`config.mk`:
```
export PLATFORM = sky130hd
export DESIGN_NAME = case_label_stim_gen
export DESIGN_NICKNAME = d
export VERILOG_FILES = /design/src/rtl/case_label_stim_gen_pkg.sv /design/src/rtl/case_label_rom.sv /design/src/rtl/case_label_stim_gen.sv
export SDC_FILE = /design/constraint.sdc
export NUM_CORES = 1
export LEC_CHECK = 0
export CAP_MARGIN = 25
export CORE_UTILIZATION = 43
export CTS_CLUSTER_SIZE = 10
export DETAILED_ROUTE_END_ITERATION = 7
export HOLD_SLACK_MARGIN = 0.15
export MAX_ROUTING_LAYER = met4
export PLACE_DENSITY = 0.76
export SETUP_SLACK_MARGIN = 0.15
export SYNTH_ARGS = -nofsm -noshare
export SYNTH_HDL_FRONTEND = slang
export SYNTH_SLANG_ARGS = --single-unit
```
`constraint.sdc`:
```
create_clock -name clk -period 1.55 [get_ports clk]
set_clock_uncertainty 0.2 [all_clocks]
set_input_delay 0.31 -clock clk [delete_from_list [all_inputs] [get_ports clk]]
set_output_delay 0.31 -clock clk [all_outputs]
set_load 0.01 [all_outputs]
```
`src/rtl/case_label_stim_gen_pkg.sv`:
```
// Shared definitions for the case-label stimulus generator and its label ROM:
// class codes, label table constants, per-class label counts and FSM encoding.
package case_label_stim_gen_pkg;

  localparam logic [1:0] CLS0    = 2'd0;
  localparam logic [1:0] CLS1    = 2'd1;
  localparam logic [1:0] CLS2    = 2'd2;
  localparam logic [1:0] CLS_BAD = 2'd3;

  localparam logic [2:0] ALL_ONES = 3'b111;

  localparam logic [2:0] LBL_C0_0 = 3'b000;
  localparam logic [2:0] LBL_C0_1 = 3'b001;
  localparam logic [2:0] LBL_C1_0 = 3'b101;
  localparam logic [2:0] LBL_C2_0 = 3'b110;
  localparam logic [2:0] LBL_C2_1 = 3'b111;
  localparam logic [2:0] LBL_C2_2 = 3'b100;

  localparam logic [1:0] NUM_LBL_CLS0 = 2'd2;
  localparam logic [1:0] NUM_LBL_CLS1 = 2'd1;
  localparam logic [1:0] NUM_LBL_CLS2 = 2'd3;

  typedef enum logic {
    IDLE = 1'b0,
    EMIT = 1'b1
  } state_t;

  // The illegal class reports a single label so index 0 is always "last".
  function automatic logic [1:0] labelCount(input logic [1:0] cls);
    logic [1:0] n;
    case (cls)
      CLS0:    n = NUM_LBL_CLS0;
      CLS1:    n = NUM_LBL_CLS1;
      CLS2:    n = NUM_LBL_CLS2;
      default: n = 2'd1;
    endcase
    return n;
  endfunction

endpackage

```
`src/rtl/case_label_rom.sv`:
```
// Combinational label table: (class, index) -> label, with a flag marking the
// final label of that class. Shared with the classifier's checker.
module case_label_rom
  import case_label_stim_gen_pkg::*;
(
  input  logic [1:0] cls_i,
  input  logic [1:0] idx_i,
  output logic [2:0] label_o,
  output logic       last_o
);

  always_comb begin
    label_o = 3'b000;
    case (cls_i)
      CLS0: label_o = (idx_i == 2'd0) ? LBL_C0_0 : LBL_C0_1;
      CLS1: label_o = LBL_C1_0;
      CLS2: begin
        case (idx_i)
          2'd0:    label_o = LBL_C2_0;
          2'd1:    label_o = LBL_C2_1;
          default: label_o = LBL_C2_2;
        endcase
      end
      default: label_o = 3'b000;
    endcase
    last_o = (idx_i == (labelCount(cls_i) - 2'd1));
  end

endmodule

```
`src/rtl/case_label_stim_gen.sv`:
```
// Operand-pair generator: accepts a class request and streams every (val1, val2)
// pair whose AND hits each label of that class, tagged with the expected class.
module case_label_stim_gen
  import case_label_stim_gen_pkg::*;
#(
  parameter bit          EMIT_SWAP = 1'b1,
  parameter int unsigned CNT_W     = 8
) (
  input  logic             clk,
  input  logic             reset,
  input  logic             req_valid,
  output logic             req_ready,
  input  logic [1:0]       req_class,
  output logic             out_valid,
  input  logic             out_ready,
  output logic [2:0]       val1,
  output logic [2:0]       val2,
  output logic [1:0]       out_expect,
  output logic             out_last,
  output logic             req_err,
  output logic             done,
  output logic [CNT_W-1:0] beat_cnt
);

  state_t           state_q, state_d;
  logic [1:0]       cls_q, cls_d;
  logic [1:0]       idx_q, idx_d;
  logic             sub_q, sub_d;
  logic             reqErr_q, reqErr_d;
  logic             done_q, done_d;
  logic [CNT_W-1:0] beatCnt_q, beatCnt_d;

  logic [2:0] label;
  logic       lastLabel;
  logic       lastBeat;
  logic       outFire;

  case_label_rom uRom (
    .cls_i   (cls_q),
    .idx_i   (idx_q),
    .label_o (label),
    .last_o  (lastLabel)
  );

  assign lastBeat  = lastLabel && (!EMIT_SWAP || sub_q);
  assign req_ready = (state_q == IDLE);
  assign out_valid = (state_q == EMIT);
  assign outFire   = out_valid && out_ready;
  assign req_err   = reqErr_q;
  assign done      = done_q;
  assign beat_cnt  = beatCnt_q;

  always_ff @(posedge clk) begin
    if (reset) begin
      state_q   <= IDLE;
      cls_q     <= CLS0;
      idx_q     <= 2'd0;
      sub_q     <= 1'b0;
      reqErr_q  <= 1'b0;
      done_q    <= 1'b0;
      beatCnt_q <= '0;
    end else begin
      state_q   <= state_d;
      cls_q     <= cls_d;
      idx_q     <= idx_d;
      sub_q     <= sub_d;
      reqErr_q  <= reqErr_d;
      done_q    <= done_d;
      beatCnt_q <= beatCnt_d;
    end
  end

  // Beat payload comes straight from held registers, so it is stable under stall.
  always_comb begin
    state_d    = state_q;
    cls_d      = cls_q;
    idx_d      = idx_q;
    sub_d      = sub_q;
    reqErr_d   = 1'b0;
    done_d     = 1'b0;
    beatCnt_d  = beatCnt_q;
    val1       = 3'b000;
    val2       = 3'b000;
    out_expect = 2'd0;
    out_last   = 1'b0;

    case (state_q)
      IDLE: begin
        if (req_valid) begin
          if (req_class == CLS_BAD) begin
            reqErr_d = 1'b1;
          end else begin
            cls_d   = req_class;
            idx_d   = 2'd0;
            sub_d   = 1'b0;
            state_d = EMIT;
          end
        end
      end
      EMIT: begin
        val1       = sub_q ? ALL_ONES : label;
        val2       = sub_q ? label : ALL_ONES;
        out_expect = cls_q;
        out_last   = lastBeat;
        if (outFire) begin
          if (lastBeat) begin
            state_d = IDLE;
            done_d  = 1'b1;
          end else if (EMIT_SWAP && !sub_q) begin
            sub_d = 1'b1;
          end else begin
            sub_d = 1'b0;
            idx_d = idx_q + 2'd1;
          end
        end
      end
      default: state_d = IDLE;
    endcase

    if (outFire && (beatCnt_q != {CNT_W{1'b1}})) begin
      beatCnt_d = beatCnt_q + CNT_W'(1);
    end
  end

endmodule

```
==> results of run 1 <==
==> power groups by stage <==
stage	Sequential [W]	Combinational [W]	Clock, W
finish	0.000427	0.000408	0.000311
global route	0.000427	0.000424	0.000334
CTS	0.000423	0.000302	0.000295
detailed placement	0.000435	0.000256	0
global placement	0.000435	0.000250	0
floorplan	0.000443	0.000128	0
==> sequential cells by signal (all words and copies together), names as in the netlist <==
register	count
beat_cnt	8
cls_q	2
done	1
idx_q	2
out_valid	1
req_err	1
sub_q	1
==> metrics by stage <==
step | total power [W] | instances | worst slack [ns]
6_report | 0.00115 | 217 | -0.565
5_1_grt | 0.00119 | 217 | -0.673
4_1_cts | 0.00102 | 208 | -0.414
3_5_place_dp | 0.000691 | 191 | -0.544
3_3_place_gp | 0.000685 | 191 | -0.504
2_1_floorplan | 0.000571 | 111 | -0.0600
==> area by class of cell <==
class	instances	area, sq um	share of cell area [%]
Tap cell	28	35.0	1.64
Sequential cell	16	357	16.7
Inverter	9	52.6	2.46
Timing Repair Buffer	79	696	32.6
Clock buffer	4	36.3	1.70
Multi-Input combinational cell	81	957	44.9
==> worst max-delay path: stages (launching register included) <==
cell	delay [ns]
dfxtp_4	0.40
inv_8	0.05
ha_4	0.18
xnor2_4	0.18
and3_4	0.23
and2_4	0.14
buf_6	0.10
==> worst paths after layout <==
kind	from	to	slack, ns	cells past startpoint
setup / recovery	cls_q[0]	out_last	-0.57	6
setup reg to reg	out_valid	idx_q[0]	-0.21	6
hold reg to reg	idx_q[1]	idx_q[1]	0.38	2
hold / removal	idx_q[1]	idx_q[1]	0.38	2
==> kinds of logic (layout without fill, tap and decap cells) <==
logic type / Yosys count / in the layout / share of synthesized area (%)
muxes: 3 / 3 / 3.59
AOI/OAI and AO/OA: 29 / 29 / 22.4
buffers and inverters: 14 / 92 / 6.43
xor gates and xnor gates: 2 / 2 / 3.22
and+or+nand+nor: 39 / 39 / 22.8
DFF: 16 / 16 / 31.7
adders and majority gates: 8 / 8 / 9.90
==> metal layers <==
metal | wire [um] | up-vias | track usage, %
met4 | 556 | 0 | 12.0
met5 | 0 | - | -
li1 | - | 564 | -
met3 | 578 | 60 | 5.45
met1 | 1920 | 673 | 36.1
met2 | 2690 | 130 | 53.3
==> layout by cell type (no fill, tap or decap), types with 3 or more instances in the layout <==
cell type,instances
and4_4,3
dfxtp_4,8
a21oi_1,3
dfxtp_2,5
buf_2,13
buf_6,31
buf_4,27
clkdlybuf4s50_1,4
nand2b_1,3
inv_4,3
ha_4,6
a21oi_2,8
nor3_1,5
nor3b_2,3
inv_1,3
dfxtp_1,3
clkbuf_4,3
nor2_1,5
==> what timing repair did <==
item,in CTS,in global routing
gates resized for setup,123,47
endpoints found under the setup margin,33,33
pin swaps,18,15
hold buffers,0,0
buffers inserted,13,9
==> reports/results.tsv, run 1 <==
metric	value	unit
outcome	finished with violations	
failing checks	negative setup slack	
cell area after layout	2130	sq um
Clock power frac	27.2	%
Peak supply drop	0.684	mV
worst-margin pin slew	0.531	ns
min setup slack post-route	-0.565	ns
Setup CP Type	flop to primary output	
cell taking the most area after synthesis	dfxtp_1	
Seq cells post-synth	16	
I/O pin count	27	
core area	2210	sq um
max_slew headroom	64.6	%
Initial Util	45.7	%
worst hold path class	flop to flop	
Num CTS Buffers	3	
final setup vio count	20	
Power Internal	0.000762	W
Final GP Congestion	0.795	
EDFF count, synth	0	
All-Layer GR Usage	31.2	%
Worst-path clk slew	0.10	ns
max frequency	473	MHz
count of cell types in the netlist	43	
Post-Syn Area per Cell	9.11	sq um
DRC viols	0	
Worst Path Max Fanout	4	
area grow syn2layout	111	%
first-pass GRT wire length	5640	um
switching share of power	33.5	%
worst skew pair latency	0.33	ns
CP required	1.04	ns
DP Wirelength	1970	um
Synth Net Count	125	
Cell Pwr Density	537	nW/um^2
fin crit period	2.12	ns
fill count	42	
Final Hold Fails	0	
Post-DP Area	1650	sq um
Pre-antenna DRT Iters	4	
largest net degree at the start of global routing	13	
Fin Setup TNS	-4.96	ns
WP data arrival	1.61	ns
Synth async-reset ratio	0	%
Via Count	1427	
largest cells by area after synthesis	dfxtp_1 32%, ha_1 9.9%, a21oi_1 5.4%	
ANT cells	0	
max cap viols	0	
Seq pwr share	37.2	%
Final ANT Viol Nets	0	
initial antenna violation count	0	
clock tree buffer depth	2	
Final Max Tran Viols	0	
Top FF cell, synth	dfxtp_1	
fin util	96.4	%
Final nets	204	
detailed-route wire length	5740	um
row count	17	
Final period util	136	%
GRT overflow	0	
Comb power frac	35.6	%
Cells after Synth	111	
Synth top cells by count	16 x dfxtp_1, 11 x a21oi_1, 9 x inv_1, 8 x ha_1, 7 x nor2_1	
crit end category	primary output	
Vias/cell	6.58	
most common cell in the synthesized netlist	dfxtp_1	
Vert. Die Dim	50.5	um
vias in the first global route	1181	
WHS	0.382	ns
sequential-to-total area share from yosys stat	31.7	%
top-area cell type share of the netlist area	31.7	%
Clock Sinks	16	
yosys warns	0	
layout cell share with drive strength beyond 1	77.2	%
type of origin of the critical path	flop	
1st-iter DRT viols	51	
drt wl/cell	26.5	um
CTS tree	built	
leakage power	0.869	nW
Mapped Area	1010	sq um
CTS Root Buffer Type	clkbuf_4	
RSZ-0062 raised after global routing	true	
# H-tree levels	1	
P_sw	0.000385	W
IO buf count	26	
Die Area	2550	sq um
Die Wd	50.5	um
No activity file was read; power rests on OpenSTA's default activity.
==> run 2, diff against run 1 <==
--- a/config.mk
+++ b/config.mk
@@ -6,12 +6,11 @@
 export NUM_CORES = 1
 export LEC_CHECK = 0
 export CAP_MARGIN = 25
-export CORE_UTILIZATION = 43
-export CTS_CLUSTER_SIZE = 10
+export CORE_UTILIZATION = 47
 export DETAILED_ROUTE_END_ITERATION = 7
 export HOLD_SLACK_MARGIN = 0.15
 export MAX_ROUTING_LAYER = met4
-export PLACE_DENSITY = 0.76
+export PLACE_DENSITY = 0.79
 export SETUP_SLACK_MARGIN = 0.15
 export SYNTH_ARGS = -nofsm -noshare
 export SYNTH_HDL_FRONTEND = slang
==> constraint.sdc (replaced) <==
create_clock -name clk -period 2.4 [get_ports clk]
set_clock_uncertainty 0.2 [all_clocks]
set_input_delay 0.48 -clock clk [delete_from_list [all_inputs] [get_ports clk]]
set_output_delay 0.48 -clock clk [all_outputs]
set_load 0.01 [all_outputs]
==> run 2 against run 1 <==
Compared with the run above: the run now ends clean; sequential cell count unchanged; via count decreased by 31%; clock power down 43%; non-clock buffer count shrank 41; worst setup slack better by 0.74 ns; routed wire length shrank 56%; total power fell by 49%; critical path depth did not move; critical path type unchanged; critical endpoint unchanged.
==> reports/results.tsv, run 2 (synthesis gave the netlist of run 1 again) <==
metric	value	unit	change
outcome	finished, final reports clean		
Hold-fix buffers, CTS	0		unchanged
Reg2Reg Launch Point	beat_cnt[0]		
Slowest-stage cell, CP	dfxtp_4		
crit end category	primary output		
Initial Util	50.5	%	+4.8 points
commonest non-fill, non-tap cell in the layout	clkdlybuf4s50_1		
RSZ-0062 raised after global routing	true		
P_sw	0.000158	W	-59%
worst skew pair latency	0.29	ns	-0.04 ns
Die Area	2340	sq um	-8.2%
WP data arrival	1.55	ns	-0.06 ns
type of origin of the critical path	flop		
layout cell share with drive strength beyond 1	31.8	%	-45 points
Final period util	92.9	%	
1st-iter DRT viols	21		-59%
commonest non-fill, non-tap cells in the layout	19 x clkdlybuf4s50_1, 12 x dfxtp_1, 11 x buf_4		
drt wl/cell	14.5	um	-45%
clock tree buffer depth	2		unchanged
CTS tree	built		
hold_sp	beat_cnt[7]		
Die Wd	48.4	um	-4.2%
leakage power	0.531	nW	-39%
CTS Root Buffer Type	clkbuf_4		
Final nets	163		-20%
max FFs per register	8		unchanged
All-Layer GR Usage	23.9	%	-7.3 points
Final GP Congestion	0.846		+6.4%
area grow syn2layout	41.3	%	
Vert. Die Dim	48.4	um	-4.2%
met2 Usage GRT	42.5	%	-11 points
I/O pin count	27		unchanged
DP Wirelength	1820	um	-7.8%
IO buf count	26		unchanged
Final ANT Viol Nets	0		unchanged
busiest grt layer	met2		
initial antenna violation count	0		unchanged
DRC viols	0		unchanged
max_slew headroom	62.3	%	-2.3 points
# H-tree levels	1		unchanged
vias in the first global route	997		-16%
Design Power	0.000583	W	-49%
Final Max Tran Viols	0		unchanged
Power Internal	0.000425	W	-44%
Cell Pwr Density	408	nW/um^2	-24%
CP bufs+invs	2		unchanged
Worst Path Max Fanout	3		-1
worst hold path class	flop to flop		
Crit path top cell by count	buf_6		
crit-path cells	buf_6, ha_4, xnor2_2, and3_4, and2_4, buf_6		
Clock Sinks	16		unchanged
Clock power frac	30.6	%	+3.4 points
Peak supply drop	0.340	mV	-50%
detailed-route wire length	2530	um	-56%
final setup vio count	0		-100%
CP required	1.72	ns	+0.68 ns
fin crit period	2.23	ns	
first-pass GRT wire length	4300	um	-24%
Final Hold Fails	0		unchanged
Vias/cell	5.65		-14%
core area	2000	sq um	-9.5%
Worst-path clk slew	0.09	ns	about the same
Fin Setup TNS	0	ns	+4.96 ns
met3 usage	2.52	%	-2.9 points
worst-margin pin slew	0.564	ns	+0.0327 ns
max incr delay on CP	0.36	ns	-0.04 ns
Pre-antenna DRT Iters	4		unchanged
Setup CP Type	flop to primary output		
max cap viols	0		unchanged
CP delay by family, top	flip-flops		
largest net degree at the start of global routing	15		+2
GRT overflow	0		unchanged
row count	16		-1
ANT cells	0		unchanged
Comb power frac	21.5	%	-14 points
crit path from	cls_q[1]		
Via Count	988		-31%
met1 Resource Use GR	25.3	%	-11 points
max frequency	449	MHz	
Num CTS Buffers	3		unchanged
switching share of power	27.1	%	-6.4 points
Seq pwr share	47.9	%	+11 points
[run 2: cell types whose count changed in the layout (fill, tap and decap cells not counted), moves of 7 or more]
cell	change
buf_6	-29
buf_4	-16
clkdlybuf4s50_1	+15
buf_2	-10
dfxtp_1	+9
dfxtp_4	-7
[run 2: worst paths after layout]
kind,slack [ns],cells past startpoint,to
max,0.17,6,out_last
min reg2reg,0.33,1,beat_cnt[7]
max reg2reg,0.57,4,beat_cnt[3]
min,0.33,1,beat_cnt[7]
[run 2: power groups by stage]
stage | registers (W) | clock network (W) | logic, W
2_1_floorplan | 0.000286 | 0 | 0.0000620
3_3_place_gp | 0.000284 | 0 | 0.000118
3_5_place_dp | 0.000285 | 0 | 0.000119
4_1_cts | 0.000279 | 0.000184 | 0.000118
5_1_grt | 0.000280 | 0.000197 | 0.000137
6_report | 0.000279 | 0.000178 | 0.000126
[run 2: layout make-up]
class                      instances  area, sq um
clock buffer                       4         36.3
fill                             156          573
inverter                           9         33.8
multi-input combinational         81          664
sequential                        16          328
tap                               27         33.8
timing repair buffer              38          333
[run 2: worst register-to-register path, delay by kind of cell, from the launching register on]
kind | cells | cell delay [ns]
and+or+nand+nor | 1 | 0.37
adders and majority gates | 1 | 0.23
DFF | 1 | 0.48
AOI/OAI and AO/OA | 2 | 0.45
[run 2: repair_timing]
action,in CTS,in global routing
buffers inserted,1,2
pin swaps,2,5
resized for setup,24,17
cloned,0,0
setup endpoints to repair,7,4
[run 2: per-layer routing]
layer | wire (um) | vias up
met2 | 1270 | 34
met3 | 118 | 8
met5 | 0 | -
met1 | 1070 | 462
met4 | 70 | 0
li1 | - | 484
[run 2: through the flow]
stage          hold WS, ns  std cells  util [%]  cell area [sq um]  setup WS (ns)
3_3_place_gp         0.305        168      67.0               1340         0.0854
2_1_floorplan        0.300        111         -               1010          0.502
5_1_grt              0.359        175      71.4               1430          0.105
4_1_cts              0.336        173      69.1               1380        0.00187
3_5_place_dp         0.316        168      67.0               1340         0.0369
6_report             0.333        175      71.4               1430          0.171
